--- config.mk ---
export PLATFORM = sky130hd
export DESIGN_NAME = temp_input_conditioner
export DESIGN_NICKNAME = d
export VERILOG_FILES = /design/src/rtl/temp_input_conditioner.sv
export SDC_FILE = /design/constraint.sdc
export NUM_CORES = 1
export LEC_CHECK = 0
export CAP_MARGIN = 10
export CORE_MARGIN = 1
export CORE_UTILIZATION = 62
export DETAILED_ROUTE_END_ITERATION = 8
export HOLD_SLACK_MARGIN = 0.05
export PLACE_DENSITY = 0.9
export SYNTH_ARGS = -nofsm -noshare
export SYNTH_HDL_FRONTEND = slang
export SYNTH_SLANG_ARGS = --single-unit
export TNS_END_PERCENT = 1
--- constraint.sdc ---
create_clock -name clk -period 7.2 [get_ports clk]
set_input_delay 1.44 -clock clk [delete_from_list [all_inputs] [get_ports clk]]
set_output_delay 1.44 -clock clk [all_outputs]
set_load 0.01 [all_outputs]
--- src/rtl/temp_input_conditioner.sv ---
// Temperature front end: synchronizes and debounces the switch word and the
// sign-mode key, converts the switches to tenths of a degree, keeps a
// power-of-two moving average updated on each sample tick, and splits the
// average back into degrees/tenths with a small repeated-subtraction divider.
module temp_input_conditioner #(
  parameter int DEBOUNCE_CYCLES = 500000,
  parameter int AVG_LOG2        = 2
) (
  input  logic       clk,
  input  logic       rst,
  input  logic       tick,
  input  logic [9:0] sw_raw,
  input  logic       key_mode_n,
  output logic [5:0] temp,
  output logic [3:0] temp_frac,
  output logic       mode,
  output logic       sample_valid
);

  localparam int CW    = $clog2(DEBOUNCE_CYCLES + 1);
  localparam int DEPTH = 1 << AVG_LOG2;
  localparam int SUMW  = 10 + AVG_LOG2;
  localparam logic [CW-1:0] CNT_LAST = CW'(DEBOUNCE_CYCLES - 1);
  localparam logic [CW-1:0] CNT_MAX  = CW'(DEBOUNCE_CYCLES);

  typedef enum logic [1:0] {IDLE, ACCUM, DIV} state_t;

  // ---------------- switch path ----------------
  logic [9:0]    sw_s1_q, sw_s2_q, sw_cand_q, sw_db_q;
  logic [CW-1:0] sw_cnt_q;

  // Two-flop sync, then accept the candidate once it has been stable long enough.
  always_ff @(posedge clk or posedge rst) begin
    if (rst) begin
      sw_s1_q   <= '0;
      sw_s2_q   <= '0;
      sw_cand_q <= '0;
      sw_cnt_q  <= '0;
      sw_db_q   <= '0;
    end else begin
      sw_s1_q <= sw_raw;
      sw_s2_q <= sw_s1_q;
      if (sw_s2_q != sw_cand_q) begin
        sw_cand_q <= sw_s2_q;
        sw_cnt_q  <= '0;
      end else begin
        if (sw_cnt_q == CNT_LAST) sw_db_q <= sw_cand_q;
        if (sw_cnt_q != CNT_MAX)  sw_cnt_q <= sw_cnt_q + 1'b1;
      end
    end
  end

  // ---------------- key path ----------------
  logic          key_s1_q, key_s2_q, key_cand_q, key_db_q, key_prev_q, mode_q;
  logic [CW-1:0] key_cnt_q;

  // Same debouncer for the key (idle high); mode flips on each debounced press.
  always_ff @(posedge clk or posedge rst) begin
    if (rst) begin
      key_s1_q   <= 1'b1;
      key_s2_q   <= 1'b1;
      key_cand_q <= 1'b1;
      key_cnt_q  <= '0;
      key_db_q   <= 1'b1;
      key_prev_q <= 1'b1;
      mode_q     <= 1'b0;
    end else begin
      key_s1_q   <= key_mode_n;
      key_s2_q   <= key_s1_q;
      key_prev_q <= key_db_q;
      if (key_s2_q != key_cand_q) begin
        key_cand_q <= key_s2_q;
        key_cnt_q  <= '0;
      end else begin
        if (key_cnt_q == CNT_LAST) key_db_q <= key_cand_q;
        if (key_cnt_q != CNT_MAX)  key_cnt_q <= key_cnt_q + 1'b1;
      end
      if (key_prev_q && !key_db_q) mode_q <= ~mode_q;
    end
  end

  // ---------------- tick capture ----------------
  // The tick and the converted value are captured together, so a tick that
  // coincides with a sw_db update still sees the old switch word.
  logic [3:0] frac_clamp;
  logic [9:0] v_d, v_q;
  logic       tick_q;

  // Tenths value of the debounced switches, fraction digit clamped to 9.
  always_comb begin
    frac_clamp = (sw_db_q[3:0] > 4'd9) ? 4'd9 : sw_db_q[3:0];
    v_d        = 10'(sw_db_q[9:4]) * 10'd10 + 10'(frac_clamp);
  end

  // Sample register for the tick and its value.
  always_ff @(posedge clk or posedge rst) begin
    if (rst) begin
      tick_q <= 1'b0;
      v_q    <= '0;
    end else begin
      tick_q <= tick;
      v_q    <= v_d;
    end
  end

  // ---------------- averaging FSM ----------------
  state_t                  state_q, state_d;
  logic [DEPTH-1:0][9:0]   hist_q, hist_d;
  logic [SUMW-1:0]         sum_q, sum_d, avg_w;
  logic                    primed_q, primed_d;
  logic [9:0]              rem_q, rem_d;
  logic [5:0]              quo_q, quo_d, temp_q, temp_d;
  logic [3:0]              frac_q, frac_d;
  logic                    valid_q, valid_d;

  assign avg_w = sum_q >> AVG_LOG2;

  // State register.
  always_ff @(posedge clk or posedge rst) begin
    if (rst) state_q <= IDLE;
    else     state_q <= state_d;
  end

  // Next-state logic; ticks outside IDLE are simply ignored.
  always_comb begin
    state_d = state_q;
    case (state_q)
      IDLE:    if (tick_q) state_d = ACCUM;
      ACCUM:   state_d = DIV;
      DIV:     if (rem_q < 10'd10) state_d = IDLE;
      default: state_d = IDLE;
    endcase
  end

  // Datapath next-state: history/sum update, divide by ten, result publish.
  always_comb begin
    hist_d   = hist_q;
    sum_d    = sum_q;
    primed_d = primed_q;
    rem_d    = rem_q;
    quo_d    = quo_q;
    temp_d   = temp_q;
    frac_d   = frac_q;
    valid_d  = 1'b0;
    case (state_q)
      IDLE: if (tick_q) begin
        if (!primed_q) begin
          // First sample fills the whole window so the average starts settled.
          for (int i = 0; i < DEPTH; i++) hist_d[i] = v_q;
          sum_d    = SUMW'(v_q) << AVG_LOG2;
          primed_d = 1'b1;
        end else begin
          hist_d[0] = v_q;
          for (int i = 1; i < DEPTH; i++) hist_d[i] = hist_q[i-1];
          sum_d = sum_q + SUMW'(v_q) - SUMW'(hist_q[DEPTH-1]);
        end
      end
      ACCUM: begin
        rem_d = avg_w[9:0];
        quo_d = '0;
      end
      DIV: begin
        if (rem_q >= 10'd10) begin
          rem_d = rem_q - 10'd10;
          quo_d = quo_q + 6'd1;
        end else begin
          temp_d  = quo_q;
          frac_d  = rem_q[3:0];
          valid_d = 1'b1;
        end
      end
      default: ;
    endcase
  end

  // Datapath registers.
  always_ff @(posedge clk or posedge rst) begin
    if (rst) begin
      hist_q   <= '0;
      sum_q    <= '0;
      primed_q <= 1'b0;
      rem_q    <= '0;
      quo_q    <= '0;
      temp_q   <= '0;
      frac_q   <= '0;
      valid_q  <= 1'b0;
    end else begin
      hist_q   <= hist_d;
      sum_q    <= sum_d;
      primed_q <= primed_d;
      rem_q    <= rem_d;
      quo_q    <= quo_d;
      temp_q   <= temp_d;
      frac_q   <= frac_d;
      valid_q  <= valid_d;
    end
  end

  assign temp         = temp_q;
  assign temp_frac    = frac_q;
  assign mode         = mode_q;
  assign sample_valid = valid_q;

endmodule

==> run metrics <==
Syn-to-layout area delta 11.25%; multiplexer share of the synthesized area 1.942%; first-pass GRT wire length 26500 microns; Mapped Nets 893; Max Cap Violations 0; RR Endpoint sw_db_q[7]; nets 901; total power 2.874 mW; hold crit path type reg -> reg; maximum vdd drop 0.2229 mV; CORE AREA 13240 sq um; cell leakage power 4.246 nW; vias in the first global route 5909; R2R setup slack 4.53 ns; hold depth 0; Initial Util 63.72%; Post-Synth XOR/XNOR Area 5.916%; largest net degree at the start of global routing 116; final clock skew 0.007849 ns; Die Ht 118.7 microns; fin crit period 2.884 ns; status finished clean; WHS 0.3500 ns; Post-synth top flop dfrtp_1; Initial DRC Count 409; detailed placer's ending HPWL 9872 microns; Die ar. 14080 sq um; H-tree depth 4; final setup fails 0; Max clock buf depth 2; hold_sp sw_s1_q[4]; final WL 14730 microns; Req. time, crit path 7.69 ns; YS warnings 0; # diodes 0; Syn Std Cell Area 8438 sq um; Synth cell types 67; crit path launch type primary input; most common cell after layout, fill and taps aside dfrtp_1; post-synthesis compound-gate area fraction 12.04%; Worst R2R Path Depth 5; die width 118.7 microns; #FFs+latches synth 177; post-synthesis sequential area ratio 52.57%; initial antenna violation count 0; via count 5820; crit end category asynchronous set/reset pin; most frequent cells in the layout 172 x dfrtp_1, 104 x nand2_1, 70 x nor2_1; Synth Instances 838; Post-synth EDFFs 0; Root Driver clkbuf_16; row cnt 42; Max Slew Vio Count 0; largest family of logic cells by synthesized area simple AND/OR/NAND/NOR gates; Vias per Instance 5.623; Residual DRC 0; reg2reg start sw_cand_q[9]; WP data arrival 3.37 ns; PD cells 306.1 nW/um^2; Hold Vio Cnt, Final 0; critical-path cell list clkdlybuf4s50_1, inv_6, buf_4; crit path kind in -> async; highest-delay cell along the critical path buf_4; Final TNS setup 0 ns; Final ANT Viol Nets 0; IO Count 26; Setup Fix Bufs, Post-CTS 0; number of clock sinks 177; clock latency on the worst-skew pair 0.44 ns; Total GRT Usage 23.50%; Post-Synth Adder-Cell Area 7.147%; Synth async-reset ratio 100.0%; Worst-path clk slew 0.07 ns; Crit Path Max Fanout 115; Pre-antenna DRT Iters 5; total global routing overflow 0; Max Freq 0.3467 GHz; mean post-synth cell area 10.07 sq um; Slew @ Worst Pin 0.9803 ns; setup repair after global routing missed its margin false; WL/cell 14.23 microns; slowest stage delay, CP 0.74 ns; Resize count post-CTS 0; TritonCTS clock tree done; layout cells sized above 1 7.334%; CTS buffer count 17; fin crit share 40.06%; cts hold-fix bufs 0; gp weighted congestion 0.8642; area share of and/or/nand/nor cells after synthesis 15.91%; Min-Delay Endpoint sw_s2_q[4]; I/O Buffers 25; Slew HR 34.65%
kinds of logic after synthesis:
kind of cell,count (synthesis)
AND/OR/NAND/NOR,281
flip-flops,177
AO/OA/AOI/OAI,171
buffers and inverters,96
XOR/XNOR,57
adder cells (fa/ha/maj),41
multiplexers,15
worst max-delay path by stage:
stage / slack [ns] / startpoint / endpoint
6_report: 4.32 / rst / sum_q[3]
5_1_grt: 3.97 / rst / sum_q[3]
4_1_cts: 4.17 / rst / hist_q[32]
3_5_place_dp: 3.70 / rst / sum_q[3]
3_3_place_gp: 3.74 / rst / sum_q[3]
2_1_floorplan: 0.97 / rst / hist_q[0]
power by group:
part | switching (mW) | internal, mW
clock | 0.431 | 0.502
sequential | 0.0809 | 1.09
combinational | 0.451 | 0.318
total | 0.963 | 1.91
metal layers:
| layer | vias to the layer above | track usage, % | part of all wire [%] |
|---|---|---|---|
| met5 | - | 0 | 0 |
| met4 | 0 | 10.68 | 2.4 |
| met3 | 31 | 4.826 | 3.1 |
| met2 | 115 | 39.33 | 50 |
| met1 | 2795 | 29.48 | 44 |
| li1 | 2879 | - | - |
sequential cells by signal, indices dropped and copies added, names as in the netlist, 2 cells and up:
| signal | cells |
|---|---|
| sw_db_q | 10 |
| temp | 6 |
| sw_cnt_q | 19 |
| v_q | 10 |
| state_q | 2 |
| rem_q | 10 |
| hist_q | 40 |
| sw_s2_q | 10 |
| key_cnt_q | 19 |
| sw_cand_q | 10 |
| sw_s1_q | 10 |
| temp_frac | 4 |
| quo_q | 6 |
| sum_q | 12 |
through the flow:
step	std cells	setup slack, ns	instance area [sq um]	util (%)
2_1_floorplan	838	0.9664	8438	-
3_3_place_gp	1003	3.735	8776	66.27
3_5_place_dp	1003	3.696	8776	66.27
4_1_cts	1035	4.169	9388	70.89
5_1_grt	1035	3.967	9388	70.89
6_report	1035	4.316	9388	70.89
critical path: cells and delay by family:
family	cells	cell delay (ns)
buffers and inverters	3	1.90
layout make-up:
class	count	area (sq um)
flip-flops and latches	177	4436
fillers	948	3855
multi-input cells	565	3625
clock inverters	15	186.4
inverters	56	215.2
repair buffers	29	280.3
well taps	176	220.2
clock buffers	17	425.4
synthesized netlist by cell type (7+ instances only):
cell,n,area [sq um]
a21o_1,9,67.56
a21oi_1,58,290.3
and3_1,7,43.79
clkbuf_1,33,123.9
dfrtp_1,172,4304
fa_1,12,240.2
ha_1,29,362.9
inv_1,54,202.7
mux2_2,11,123.9
nand2_1,104,390.4
nand2b_1,8,50.05
nand3_1,21,105.1
nand4_1,17,106.4
nor2_1,70,262.8
nor2b_1,10,62.56
nor3_1,8,40.04
nor4_1,7,43.79
o21ai_0,64,320.3
xnor2_1,24,210.2
xor2_1,33,289.0
Power figures use the tool's default switching activity.
